File: src/rtl/cpu_multicycle_control.sv
// Multicycle CPU control unit: a Moore FSM that sequences fetch, decode, execute,
// memory and writeback, with a memory-ready wait timeout and a sticky fault state.
module cpu_multicycle_control #(
  parameter int OPCODE_W    = 6,
  parameter int MEM_TIMEOUT = 15,
  parameter int CNT_W       = 4
) (
  input  logic                clk,
  input  logic                rst_n,
  input  logic [OPCODE_W-1:0] opcode,
  input  logic                mem_ready,
  input  logic                zero,
  output logic                pc_en,
  output logic                ir_write,
  output logic                i_or_d,
  output logic                mem_read,
  output logic                mem_write,
  output logic                reg_write,
  output logic [1:0]          reg_dst,
  output logic [1:0]          mem_to_reg,
  output logic                alu_src_a,
  output logic [1:0]          alu_src_b,
  output logic [1:0]          alu_op,
  output logic [1:0]          pc_source,
  output logic [1:0]          err_code,
  output logic [3:0]          state
);

  typedef enum logic [3:0] {
    S_IDLE      = 4'd0,
    S_FETCH     = 4'd1,
    S_DECODE    = 4'd2,
    S_MEM_ADDR  = 4'd3,
    S_MEM_READ  = 4'd4,
    S_MEM_WB    = 4'd5,
    S_MEM_WRITE = 4'd6,
    S_EXEC_R    = 4'd7,
    S_EXEC_I    = 4'd8,
    S_R_WB      = 4'd9,
    S_I_WB      = 4'd10,
    S_BRANCH    = 4'd11,
    S_JUMP      = 4'd12,
    S_JR        = 4'd13,
    S_FAULT     = 4'd15
  } state_e;

  localparam logic [OPCODE_W-1:0] OP_RTYPE = OPCODE_W'(8'h00);
  localparam logic [OPCODE_W-1:0] OP_BEQ   = OPCODE_W'(8'h01);
  localparam logic [OPCODE_W-1:0] OP_LW    = OPCODE_W'(8'h02);
  localparam logic [OPCODE_W-1:0] OP_SW    = OPCODE_W'(8'h03);
  localparam logic [OPCODE_W-1:0] OP_ADDI  = OPCODE_W'(8'h04);
  localparam logic [OPCODE_W-1:0] OP_ANDI  = OPCODE_W'(8'h05);
  localparam logic [OPCODE_W-1:0] OP_XORI  = OPCODE_W'(8'h06);
  localparam logic [OPCODE_W-1:0] OP_SLTI  = OPCODE_W'(8'h07);
  localparam logic [OPCODE_W-1:0] OP_J     = OPCODE_W'(8'h08);
  localparam logic [OPCODE_W-1:0] OP_JAL   = OPCODE_W'(8'h09);
  localparam logic [OPCODE_W-1:0] OP_JR    = OPCODE_W'(8'h0B);
  localparam logic [OPCODE_W-1:0] OP_BNE   = OPCODE_W'(8'h0C);
  localparam logic [CNT_W-1:0]    TIMEOUT  = CNT_W'(MEM_TIMEOUT);

  state_e            state_q, state_d;
  logic [CNT_W-1:0]  cnt_q, cnt_d;
  logic [1:0]        err_q, err_d;
  logic              in_wait;
  logic              timeout_hit;

  assign in_wait     = (state_q == S_FETCH) || (state_q == S_MEM_READ) || (state_q == S_MEM_WRITE);
  // A ready in the last allowed cycle completes the access instead of faulting.
  assign timeout_hit = (MEM_TIMEOUT != 0) && (cnt_q == TIMEOUT) && !mem_ready;

  // NOTE: every always_comb output gets a default first so no path infers a latch.
  always_comb begin
    state_d = state_q;
    err_d   = err_q;
    unique case (state_q)
      S_IDLE:     state_d = S_FETCH;
      S_FETCH, S_MEM_READ, S_MEM_WRITE: begin
        if (mem_ready) begin
          unique case (state_q)
            S_FETCH:    state_d = S_DECODE;
            S_MEM_READ: state_d = S_MEM_WB;
            default:    state_d = S_FETCH;
          endcase
        end else if (timeout_hit) begin
          state_d = S_FAULT;
          err_d   = 2'b10;
        end
      end
      S_DECODE: begin
        case (opcode)
          OP_RTYPE:                         state_d = S_EXEC_R;
          OP_BEQ, OP_BNE:                   state_d = S_BRANCH;
          OP_LW, OP_SW:                     state_d = S_MEM_ADDR;
          OP_ADDI, OP_ANDI, OP_XORI, OP_SLTI: state_d = S_EXEC_I;
          OP_J, OP_JAL:                     state_d = S_JUMP;
          OP_JR:                            state_d = S_JR;
          default: begin
            state_d = S_FAULT;
            err_d   = 2'b01;
          end
        endcase
      end
      S_MEM_ADDR: state_d = (opcode == OP_SW) ? S_MEM_WRITE : S_MEM_READ;
      S_EXEC_R:   state_d = S_R_WB;
      S_EXEC_I:   state_d = S_I_WB;
      S_FAULT:    state_d = S_FAULT;
      default:    state_d = S_FETCH;
    endcase

    if (state_d != state_q)
      cnt_d = '0;
    else if (in_wait && !mem_ready && cnt_q != TIMEOUT)
      cnt_d = cnt_q + 1'b1;
    else
      cnt_d = cnt_q;
  end

  // NOTE: sequential state uses non-blocking assignments so all flops update together.
  always_ff @(posedge clk or negedge rst_n) begin
    if (!rst_n) begin
      state_q <= S_IDLE;
      cnt_q   <= '0;
      err_q   <= 2'b00;
    end else begin
      state_q <= state_d;
      cnt_q   <= cnt_d;
      err_q   <= err_d;
    end
  end

  always_comb begin
    pc_en      = 1'b0;
    ir_write   = 1'b0;
    i_or_d     = 1'b0;
    mem_read   = 1'b0;
    mem_write  = 1'b0;
    reg_write  = 1'b0;
    reg_dst    = 2'd0;
    mem_to_reg = 2'd0;
    alu_src_a  = 1'b0;
    alu_src_b  = 2'd0;
    alu_op     = 2'b00;
    pc_source  = 2'd0;
    case (state_q)
      S_FETCH: begin
        mem_read  = 1'b1;
        alu_src_b = 2'd1;
        pc_en     = mem_ready;
        ir_write  = mem_ready;
      end
      S_DECODE:   alu_src_b = 2'd3;
      S_MEM_ADDR: begin
        alu_src_a = 1'b1;
        alu_src_b = 2'd2;
      end
      S_MEM_READ: begin
        mem_read = 1'b1;
        i_or_d   = 1'b1;
      end
      S_MEM_WB: begin
        reg_write  = 1'b1;
        mem_to_reg = 2'd1;
      end
      S_MEM_WRITE: begin
        mem_write = 1'b1;
        i_or_d    = 1'b1;
      end
      S_EXEC_R: begin
        alu_src_a = 1'b1;
        alu_op    = 2'b10;
      end
      S_R_WB: begin
        reg_write = 1'b1;
        reg_dst   = 2'd1;
      end
      S_EXEC_I: begin
        alu_src_a = 1'b1;
        alu_src_b = 2'd2;
        alu_op    = (opcode == OP_ADDI) ? 2'b00 : 2'b11;
      end
      S_I_WB:     reg_write = 1'b1;
      S_BRANCH: begin
        alu_src_a = 1'b1;
        alu_op    = 2'b01;
        pc_source = 2'd1;
        pc_en     = (opcode == OP_BNE) ? ~zero : zero;
      end
      S_JUMP: begin
        pc_en     = 1'b1;
        pc_source = 2'd2;
        if (opcode == OP_JAL) begin
          reg_write  = 1'b1;
          reg_dst    = 2'd2;
          mem_to_reg = 2'd2;
        end
      end
      S_JR: begin
        pc_en     = 1'b1;
        pc_source = 2'd3;
      end
      default: ;
    endcase
  end

  assign err_code = err_q;
  assign state    = state_q;

endmodule
File: config.mk
export PLATFORM = sky130hd
export DESIGN_NAME = cpu_multicycle_control
export DESIGN_NICKNAME = d
export VERILOG_FILES = /design/src/rtl/cpu_multicycle_control.sv
export SDC_FILE = /design/constraint.sdc
export NUM_CORES = 1
export LEC_CHECK = 0
export BUFFER_PORTS_ARGS = -buffer_cell sky130_fd_sc_hd__clkbuf_2
export CORE_UTILIZATION = 52
export DETAILED_ROUTE_END_ITERATION = 6
export PLACE_DENSITY_LB_ADDON = 0.1
export SYNTH_ARGS = -nofsm -noshare
export SYNTH_HDL_FRONTEND = slang
export SYNTH_SLANG_ARGS = --single-unit
File: constraint.sdc
create_clock -name clk -period 2.2 [get_ports clk]
set_clock_uncertainty 0.05 [all_clocks]
set_input_delay 0.44 -clock clk [delete_from_list [all_inputs] [get_ports clk]]
set_output_delay 0.44 -clock clk [all_outputs]
set_load 0.02 [all_outputs]
# Word-level counts from Yosys, hierarchy flattened
# Index checks and enable logic that the tools add are counted.
dict set report totals {
  in_bits 10
  regBits 10
  out_inout_bits 23
}
dict set report op_classes {
  muxes 28
  reduce_logical 22
  addsub 1
  n_bitwise 1
  n_eq_ne 31
}
# operator count
set ops {}
lappend ops {{$pmux W4 S6} 2}
lappend ops {{$eq A4 B4 Y1 const B} 8}
lappend ops {{$eq A6 B3 Y1 const B} 4}
lappend ops {{$eq A6 B4 Y1 const B} 4}
lappend ops {{$pmux W2 S3} 3}
lappend ops {{$eq A4 B3 Y1 const B} 4}
lappend ops {{$mux W4} 4}
lappend ops {{$reduce_or A2 Y1} 7}
lappend ops {{$eq A6 B2 Y1 const B} 2}
lappend ops {{$mux W2} 6}
lappend ops {{$pmux W2 S2} 3}
lappend ops {{$reduce_or A12 Y1} 1}
lappend ops {{$eq A4 B2 Y1 const B} 2}
lappend ops {{$reduce_or A4 Y1} 2}
lappend ops {{$mux W1} 7}
lappend ops {{$eq A6 B1 Y1 const B} 1}
lappend ops {{$logic_not A6 Y1} 1}
lappend ops {{$ne A2 B2 Y1 const B} 3}
lappend ops {{$pmux W3 S2} 1}
lappend ops {{$reduce_or A3 Y1} 2}
lappend ops {{$add A4 B1 Y4 const B} 1}
lappend ops {{$eq A4 B1 Y1 const B} 1}
lappend ops {{$ne A4 B4 Y1} 1}
lappend ops {{$ne A4 B4 Y1 const B} 1}
lappend ops {{other kinds (8)} 12}

# Depth between registers and ports, before layout
# Gate-level depths: netlist (run 1).
dict set report depth {
  word_depth 7
  depth_mapped 6
  mapped_depth_nobuf 6
}

# Worst setup path after synthesis (run 1)
# No wires, ideal clock.
dict set report synth_timing {
  path_kind {flip-flop to output port}
  start {register state_q[3], in the netlist state[3]}
  end {output port reg_write}
  path_stages_with_launch 5
  arrival_time_ps 2084
  path_buffers 1
  path_slack_ps -374
  t_required_ps 1710
  path_cell_list {dfrtp_1 -> clkdlybuf4s15_1 -> nand2_1 -> nor4_1 -> or3_1}
}
dict set report synth_via {
  elab_chain_cells 3
  word_cells_on_any_way 6
  classes_between {eq/ne (4); mux (1); reduce/logical (1)}
}
# item line_no
set synth_lines {}
lappend synth_lines {{from (decl)} 61} ;# state_e state_q, state_d;
lappend synth_lines {{from (signal assigned)} 125} ;# state_q <= state_d;
lappend synth_lines {{$eq A4 B3 Y1 or $eq A4 B4 Y1 (tied branches)} 144} ;# case (state_q)
lappend synth_lines {{$reduce_or A3 Y1 (no line)} n/a}
lappend synth_lines {{$pmux W1 S2 *} 144}
lappend synth_lines {{to (decl)} 18} ;# output logic reg_write,
# Mark *: on every way between the ends. The rest lies on a longest branch, timed or not.

# Worst setup path in the final report (run 1)
dict set report layout_timing {
  start {register state_q[1], in the netlist state[1]}
  end {output port pc_en}
}
dict set report layout_via {
  elab_chain_cells 3
  word_cells_on_any_way 6
  classes_between {eq/ne (4); mux (1); reduce/logical (1)}
}
# item line_no
set layout_lines {}
lappend layout_lines {{$eq A4 B4 Y1} 144}
lappend layout_lines {{$reduce_or A2 Y1 (no line)} n/a}
lappend layout_lines {{$pmux W1 S3 *} 144}
lappend layout_lines {{to (decl)} 13} ;# output logic pc_en,
# Marks and branches as above.

==> flow_summary_export.csv, run 1 <==
group,metric,value,unit
layout,design_area,0.00145,mm2
clock_network,cts-root-buf,"clkbuf_4",
worst_setup_path,worst-path-max-fanout,22,
sta,setup_viol,0,
worst_setup_path,reg2reg_from,"state[2]",
worst_setup_path,r2r_setup_slack,0.12,ns
detailed_routing,vias,1307,
logic_synthesis,synth_top_flop_cell,"dfrtp_1",
placement,dpl.hpwl,2370,um
outcome,status,"complete, no violations",
logic_synthesis,synth_area_leaders,"dfrtp_1, o21ai_0, clkbuf_8, nor2_1, nand2b_1",
logic_synthesis,synth_fp_nets,158,
pwr,internal-power,847,uW
logic_synthesis,synth_cells,147,
logic_synthesis,async_flop_share,100,%
sta,period_minus_slack,2.15,ns
global_routing,grt_max_degree,23,
layout,drive_gt1_share,37.6,%
pwr,p_leak,0.000630,uW
placement,placement.io_buffers,32,
logic_synthesis,ys_seq_area_share,21.7,%
pwr,vdd_drop_max,0.000767,V
sta,fmax,464,MHz
detailed_routing,via_per_inst,6.14,
global_routing,grt_antenna_before_repair,0,
pwr,share_clk_of_total_power,6.7,%
job,max_cap_viol_count,0,
sta,hold_viol,0,
pwr,p_seq_share,17.0,%
sta,rsz0062_at_grt,"false",
hold_path,hold_end,"err_code[0]",
pwr,p_sw,929,uW
clock_network,clkTransAtPathRegs,0.06,ns
sta,worst_slew_pin_slew,0.442,ns
layout,area_growth,25.6,%
floorplan,die_h,49.1,um
layout,diodes,0,
worst_setup_path,crit_arrival,1.66,ns
floorplan,die_w,49.1,um
logic_synthesis,ys_types,49,
logic_synthesis,synth.ff_latch_count,10,
worst_setup_path,worst-setup-path-type,"flip-flop to output pin",
floorplan,std_cell_rows,16,
logic_synthesis,synthesis.area,0.00115,mm2
layout,layout.nets,199,
logic_synthesis,synth_top_cell_area_share,21.7,%
clock_network,cts.sink_count,10,
detailed_routing,drt_iter0_markers,42,
hold_path,hold_depth,1,
placement,place.gp.congestion,0.891,
detailed_routing,wl_per_cell,14.6,um
global_routing,grt_pass1_vias,1155,
floorplan,ios,33,
logic_synthesis,yosysTopAreaCell,"dfrtp_1",
sta,slew_headroom,70.2,%
worst_setup_path,crit_path_max_incr_delay,0.44,ns
sta,fin_crit_sh,97.9,%
clock_network,clock_path_buffers,2,
hold_path,min_from,"err_code[0]",
clock_network,htree_levels,1,
sta,hold_ws,0.469,ns
detailed_routing,ant_nets,0,
logic_synthesis,syn_avg_cell_area,7.86,um2
hold_path,holdCritPathClass,"flip-flop to flip-flop",
pwr,switching_share,52.3,%
worst_setup_path,start_kind,"flip-flop",
floorplan,fp.coreArea,0.00202,mm2
detailed_routing,wl,3110,um
worst_setup_path,reg2regPathDepth,5,
worst_setup_path,cp_slowest_cell,"dfrtp_2",
floorplan,initial_utilization,57.1,%
worst_setup_path,critPathTopFamily,"simple AND/OR/NAND/NOR gates",
layout,layout_common_cells,"clkbuf_2, o21ai_0, nor2_1, buf_4, nand2_1",
layout,final_common_cell,"clkbuf_2",
logic_synthesis,yosys_warnings,0,
floorplan,die_area,0.00241,mm2
detailed_routing,drt-pass1-iter-count,4,
worst_setup_path,crit_buf_inv,2,
global_routing,gr-total-overflow,0,
sta,slew_viol_final,0,
clock_network,clock_latency,0.26,ns
clock_network,cts_tree,"yes",
global_routing,grt_pass1_wl,5310,um
clock_network,numCtsBuffers,3,
worst_setup_path,cp_cell_sequence,"buf_12 > nor4b_2 > and2_1 > nor2_1 > o31ai_1 > buf_2",
global_routing,track_usage,28.2,%
logic_synthesis,synth_edf_count,0,
pwr,combPwrFrac,76.3,%
placement,detailed_place.area,0.00138,mm2
worst_setup_path,cp-end-kind,"output pin",
worst_setup_path,r2r_end,"cnt_q[3]",
detailed_routing,drc,0,
worst_setup_path,required,1.71,ns
pwr,power.density,1220,mW/mm2
==> cells by family after synthesis <==
group | Yosys count | synth area share [%]
compound gates | 45 | 25.8
fa+ha+maj | 1 | 1.08
buf+inv | 13 | 9.21
xor+xnor | 5 | 3.79
simple gates | 71 | 36.7
mux | 2 | 1.73
flops | 10 | 21.7
==> routing by layer <==
layer	vias up	wire length [um]	GRT usage [%]
met5	-	0	0
met4	0	14	5.39
met3	2	205	6.23
met2	67	1520	46.1
met1	602	1380	37.8
li1	636	-	-
==> worst max path at each step <==
| stage | start | end | slack, ns | cells past startpoint |
|---|---|---|---|---|
| floorplan | state[3] | reg_write | -0.05 | 4 |
| global placement | opcode[1] | reg_write | 0.18 | 5 |
| detailed placement | state[0] | cnt_q[3] | 0.10 | 5 |
| CTS | state[3] | alu_src_b[0] | 0.005 | 5 |
| global route | state[1] | alu_src_a | 0.003 | 7 |
| finish | state[1] | pc_en | 0.05 | 6 |
==> cells in the mapped netlist (2+ instances only) <==
cell type and number:
nor4b_2 2, nor4b_1 3, o21ai_0 14, nor3_1 6
or3_1 2, clkbuf_8 5, mux2i_1 2, a31oi_1 2
o21a_1 3, inv_1 3, nor3b_1 3, xnor2_1 3
and2_1 2, nor2_1 14, o22ai_1 2, clkbuf_1 3
o21bai_1 4, nor4_1 3, dfrtp_1 10, xor2_1 2
o311ai_0 2, nand2b_1 8, a32oi_1 2, and3_1 2
nand3_1 4, a21oi_1 8, nand2_1 11
==> worst register-to-register path: stages (launching register included) <==
cell	delay (ns)
dfrtp_2	0.44
or4b_4	0.57
a21boi_0	0.15
o21bai_1	0.19
a32o_2	0.31
nor4b_2	0.27
==> through the flow <==
stage	setup WS (ns)	TNS (ns)	cells	utilization [%]	power [uW]
2_1_floorplan	-0.0478	-0.0478	147	-	1230
5_1_grt	0.00276	0	213	71.7	1910
4_1_cts	0.00454	0	211	70.2	1710
6_report	0.0465	0	213	71.7	1780
3_5_place_dp	0.104	0	207	68.0	1570
3_3_place_gp	0.177	0	207	68.0	1540
==> power by group through the flow <==
stage                     combinational, uW  sequential, uW  clock, uW
after detailed placement               1270             299          0
after CTS                              1290             302        123
after global placement                 1250             295          0
final                                  1360             302        119
after global routing                   1470             310        131
after floorplan                         903             332          0
==> area by class of cell <==
| cell class | count | area, um2 |
|---|---|---|
| tap | 27 | 33.8 |
| sequential | 10 | 255 |
| inverter | 3 | 11.3 |
| fill | 186 | 572 |
| clock buffer | 3 | 22.5 |
| multi-input combinational | 124 | 845 |
| timing repair buffer | 46 | 283 |
==> registers in the layout, indices dropped and copies added, names as in the netlist <==
signal	flops
cnt_q	4
err_code	2
state	4
==> repair_timing <==
item | in CTS | in global routing
hold buffers | 1 | 0
pin swaps | 0 | 0
setup buffers | 0 | 2
gates resized for setup | 5 | 11
setup endpoints to repair | 2 | 7
endpoints found under the hold margin | 10 | 0
Power figures use the tool's default switching activity.
==> run 2: changes to the inputs <==
--- a/config.mk
+++ b/config.mk
@@ -5,8 +5,9 @@
 export SDC_FILE = /design/constraint.sdc
 export NUM_CORES = 1
 export LEC_CHECK = 0
+export ABC_AREA = 1
 export BUFFER_PORTS_ARGS = -buffer_cell sky130_fd_sc_hd__clkbuf_2
-export CORE_UTILIZATION = 52
+export CORE_UTILIZATION = 50
 export DETAILED_ROUTE_END_ITERATION = 6
 export PLACE_DENSITY_LB_ADDON = 0.1
 export SYNTH_ARGS = -nofsm -noshare
==> run 2 against run 1 <==
  * Die area fell by 7.1%
  * Hold slack got worse by 0.022 ns
  * Register-to-register slack improved by 0.28 ns
  * Critical path type unchanged
  * Synthesized cell count increased by 5.4%
  * First-iteration DRC count fell by 55%
  * Critical path depth unchanged
  * Clock-buffer cell count up 1
  * Power decreased by 2.2%
  * Critical endpoint is now reg_write
  * Combinational power is 9.6% lower
==> flow_summary_export.csv, run 2 <==
group,metric,value,unit
logic_synthesis,synthesis.area,0.00103,mm2
global_routing,track_usage,24.6,%
detailed_routing,ant_nets,0,
logic_synthesis,ys_types,28,
logic_synthesis,synth_top_flop_cell,"dfrtp_1",
sta,period_minus_slack,2.10,ns
sta,slew_viol_final,0,
global_routing,grt_pass1_wl,3880,um
worst_setup_path,crit_buf_inv,2,
clock_network,cts-root-buf,"clkbuf_4",
worst_setup_path,critPathTopFamily,"flip-flops",
outcome,status,"complete, no violations",
logic_synthesis,ys_top_cells_by_count,"nand2_1, nor2_1, inv_1, nand3_1, dfrtp_1",
clock_network,clock_latency,0.27,ns
worst_setup_path,crit_path_max_incr_delay,0.48,ns
detailed_routing,wl_per_cell,11.3,um
logic_synthesis,yosysMostFrequentCell,"nand2_1",
floorplan,ios,33,
worst_setup_path,startpoint,"state[2]",
detailed_routing,via_per_inst,5.16,
sta,rsz0062_at_grt,"false",
layout,area_growth,25.1,%
logic_synthesis,yosys_warnings,0,
worst_setup_path,reg2reg_from,"state[0]",
logic_synthesis,async_flop_share,100,%
sta,slew_headroom,74.5,%
worst_setup_path,worst-path-max-fanout,5,
sta,hold_ws,0.447,ns
clock_network,numCtsBuffers,3,
layout,layout_common_cells,"clkbuf_2, nand2_1, inv_1, nand3_1, nor2_1",
logic_synthesis,synth_cells,155,
worst_setup_path,worst-setup-path-type,"flip-flop to output pin",
worst_setup_path,crit_arrival,1.61,ns
layout,layout.nets,204,
worst_setup_path,start_kind,"flip-flop",
worst_setup_path,required,1.71,ns
clock_network,cts_setup_buffers,0,
sta,fmax,477,MHz
detailed_routing,drc,0,
pwr,power.density,1350,mW/mm2
clock_network,cts_tree,"yes",
placement,placement.io_buffers,32,
placement,dpl.hpwl,2160,um
logic_synthesis,yosysTopAreaCell,"dfrtp_1",
sta,final.setup.tns,0,ns
floorplan,std_cell_rows,16,
layout,diodes,0,
layout,drive_gt1_share,40.1,%
worst_setup_path,cp-end-kind,"output pin",
floorplan,fp.coreArea,0.00194,mm2
floorplan,die_h,47.4,um
logic_synthesis,synth_area_leaders,"dfrtp_1, nand2_1, nand3_1, nor2_1, nand3_2",
floorplan,die_area,0.00224,mm2
global_routing,grt_max_degree,11,
floorplan,die_w,47.4,um
job,max_cap_viol_count,0,
clock_network,htree_levels,1,
sta,hold_viol,0,
placement,place.gp.congestion,0.900,
clock_network,clock_path_buffers,2,
hold_path,min_from,"err_code[0]",
logic_synthesis,synth_top_cell_area_share,24.3,%
logic_synthesis,syn_avg_cell_area,6.64,um2
clock_network,cts.sink_count,10,
sta,fin_crit_sh,95.3,%
detailed_routing,drt-pass1-iter-count,4,
global_routing,grt_antenna_before_repair,0,
detailed_routing,drt_iter0_markers,19,
layout,final_common_cell,"clkbuf_2",
pwr,vdd_drop_max,0.000879,V
pwr,p_leak,0.000746,uW
logic_synthesis,synth_edf_count,0,
floorplan,initial_utilization,53.0,%
hold_path,holdCritPathClass,"flip-flop to flip-flop",
logic_synthesis,ys_seq_area_share,24.3,%
logic_synthesis,synth.ff_latch_count,10,
global_routing,gr-total-overflow,0,
logic_synthesis,synth_fp_nets,166,
worst_setup_path,cp_slowest_cell,"dfrtp_1",
detailed_routing,vias,1130,
global_routing,grt_pass1_vias,979,
sta,setup_viol,0,
clock_network,clkTransAtPathRegs,0.07,ns
sta,worst_slew_pin_slew,0.383,ns
worst_setup_path,cp_cell_sequence,"nand2_1 > nor2_2 > inv_1 > nor3_4 > a311o_1 > clkbuf_2",
detailed_routing,wl,2480,um
-- run 2: cell count changes after synthesis, moves of 4 or more --
cell | previous run | this run
nand3_2 | 0 | 7
nor2_1 | 14 | 19
a21oi_1 | 8 | 0
nand3_1 | 4 | 18
nand2b_1 | 8 | 0
nor3_1 | 6 | 2
nand2_1 | 11 | 29
nor2_2 | 0 | 5
nand2_2 | 0 | 9
inv_1 | 3 | 18
inv_2 | 0 | 7
clkbuf_8 | 5 | 0
o21ai_0 | 14 | 6
-- run 2: kinds of logic (layout without fill, tap and decap cells) --
group                    count (synthesis)  in the layout  share of synthesized area, %
AND/OR/NAND/NOR                        101            101                          53.6
adder cells (fa/ha/maj)                  1              1                          1.22
flip-flops                              10             10                          24.3
buffers and inverters                   27             64                          9.85
XOR/XNOR                                 3              3                          2.56
AO/OA/AOI/OAI                           13             13                          8.39
-- run 2: cell type report --
type / count / area (um2)
flip-flops and latches: 10 / 251
well taps: 27 / 33.8
repair buffers: 33 / 170
multi-input cells: 118 / 693
clock buffers: 4 / 36.3
fillers: 189 / 656
inverters: 27 / 101
-- run 2: final timing paths --
check                           depth (start not counted)  slack (ns)          end
worst min-delay path                                    1        0.45  err_code[0]
worst max register to register                          9        0.40     cnt_q[0]
max in group asynchronous                               2        1.37     state[3]
worst min register to register                          1        0.45  err_code[0]
min in group asynchronous                               2        0.51     cnt_q[1]
worst max-delay path                                    6        0.10    reg_write
-- run 2: repair_timing --
item,4_1_cts,5_1_grt
endpoints found under the hold margin,10,0
setup endpoints to repair,0,2
resized for setup,0,1
hold buffers,1,0
-- run 2: stage by stage --
| step | setup WS [ns] | cell area (um2) | std cells | util, % | power, uW |
|---|---|---|---|---|---|
| finish | 0.103 | 1290 | 219 | 66.2 | 1740 |
| CTS | 0.0512 | 1280 | 219 | 66.1 | 1740 |
| floorplan | 0.0661 | 1040 | 155 | - | 1260 |
| global placement | 0.315 | 1240 | 214 | 63.7 | 1550 |
| global route | 0.00279 | 1290 | 219 | 66.2 | 1880 |
| detailed placement | 0.290 | 1240 | 214 | 63.7 | 1570 |
-- run 2: power breakdown --
part | total [uW] | internal [uW] | leakage, uW | switching (uW)
registers | 349 | 247 | 0.000127 | 102
logic | 1230 | 392 | 0.000597 | 834
clock network | 162 | 100 | 0.0000210 | 61.5
total | 1740 | 739 | 0.000746 | 998
-- run 2: routing by layer --
metal	up-vias	share of wire (%)	track usage (%)	routed length [um]
met5	-	0	0	0
met4	0	1.3	5.71	32
met3	5	6.9	8.08	172
met1	511	44	32.0	1090
li1	574	-	-	-
met2	40	48	39.5	1180
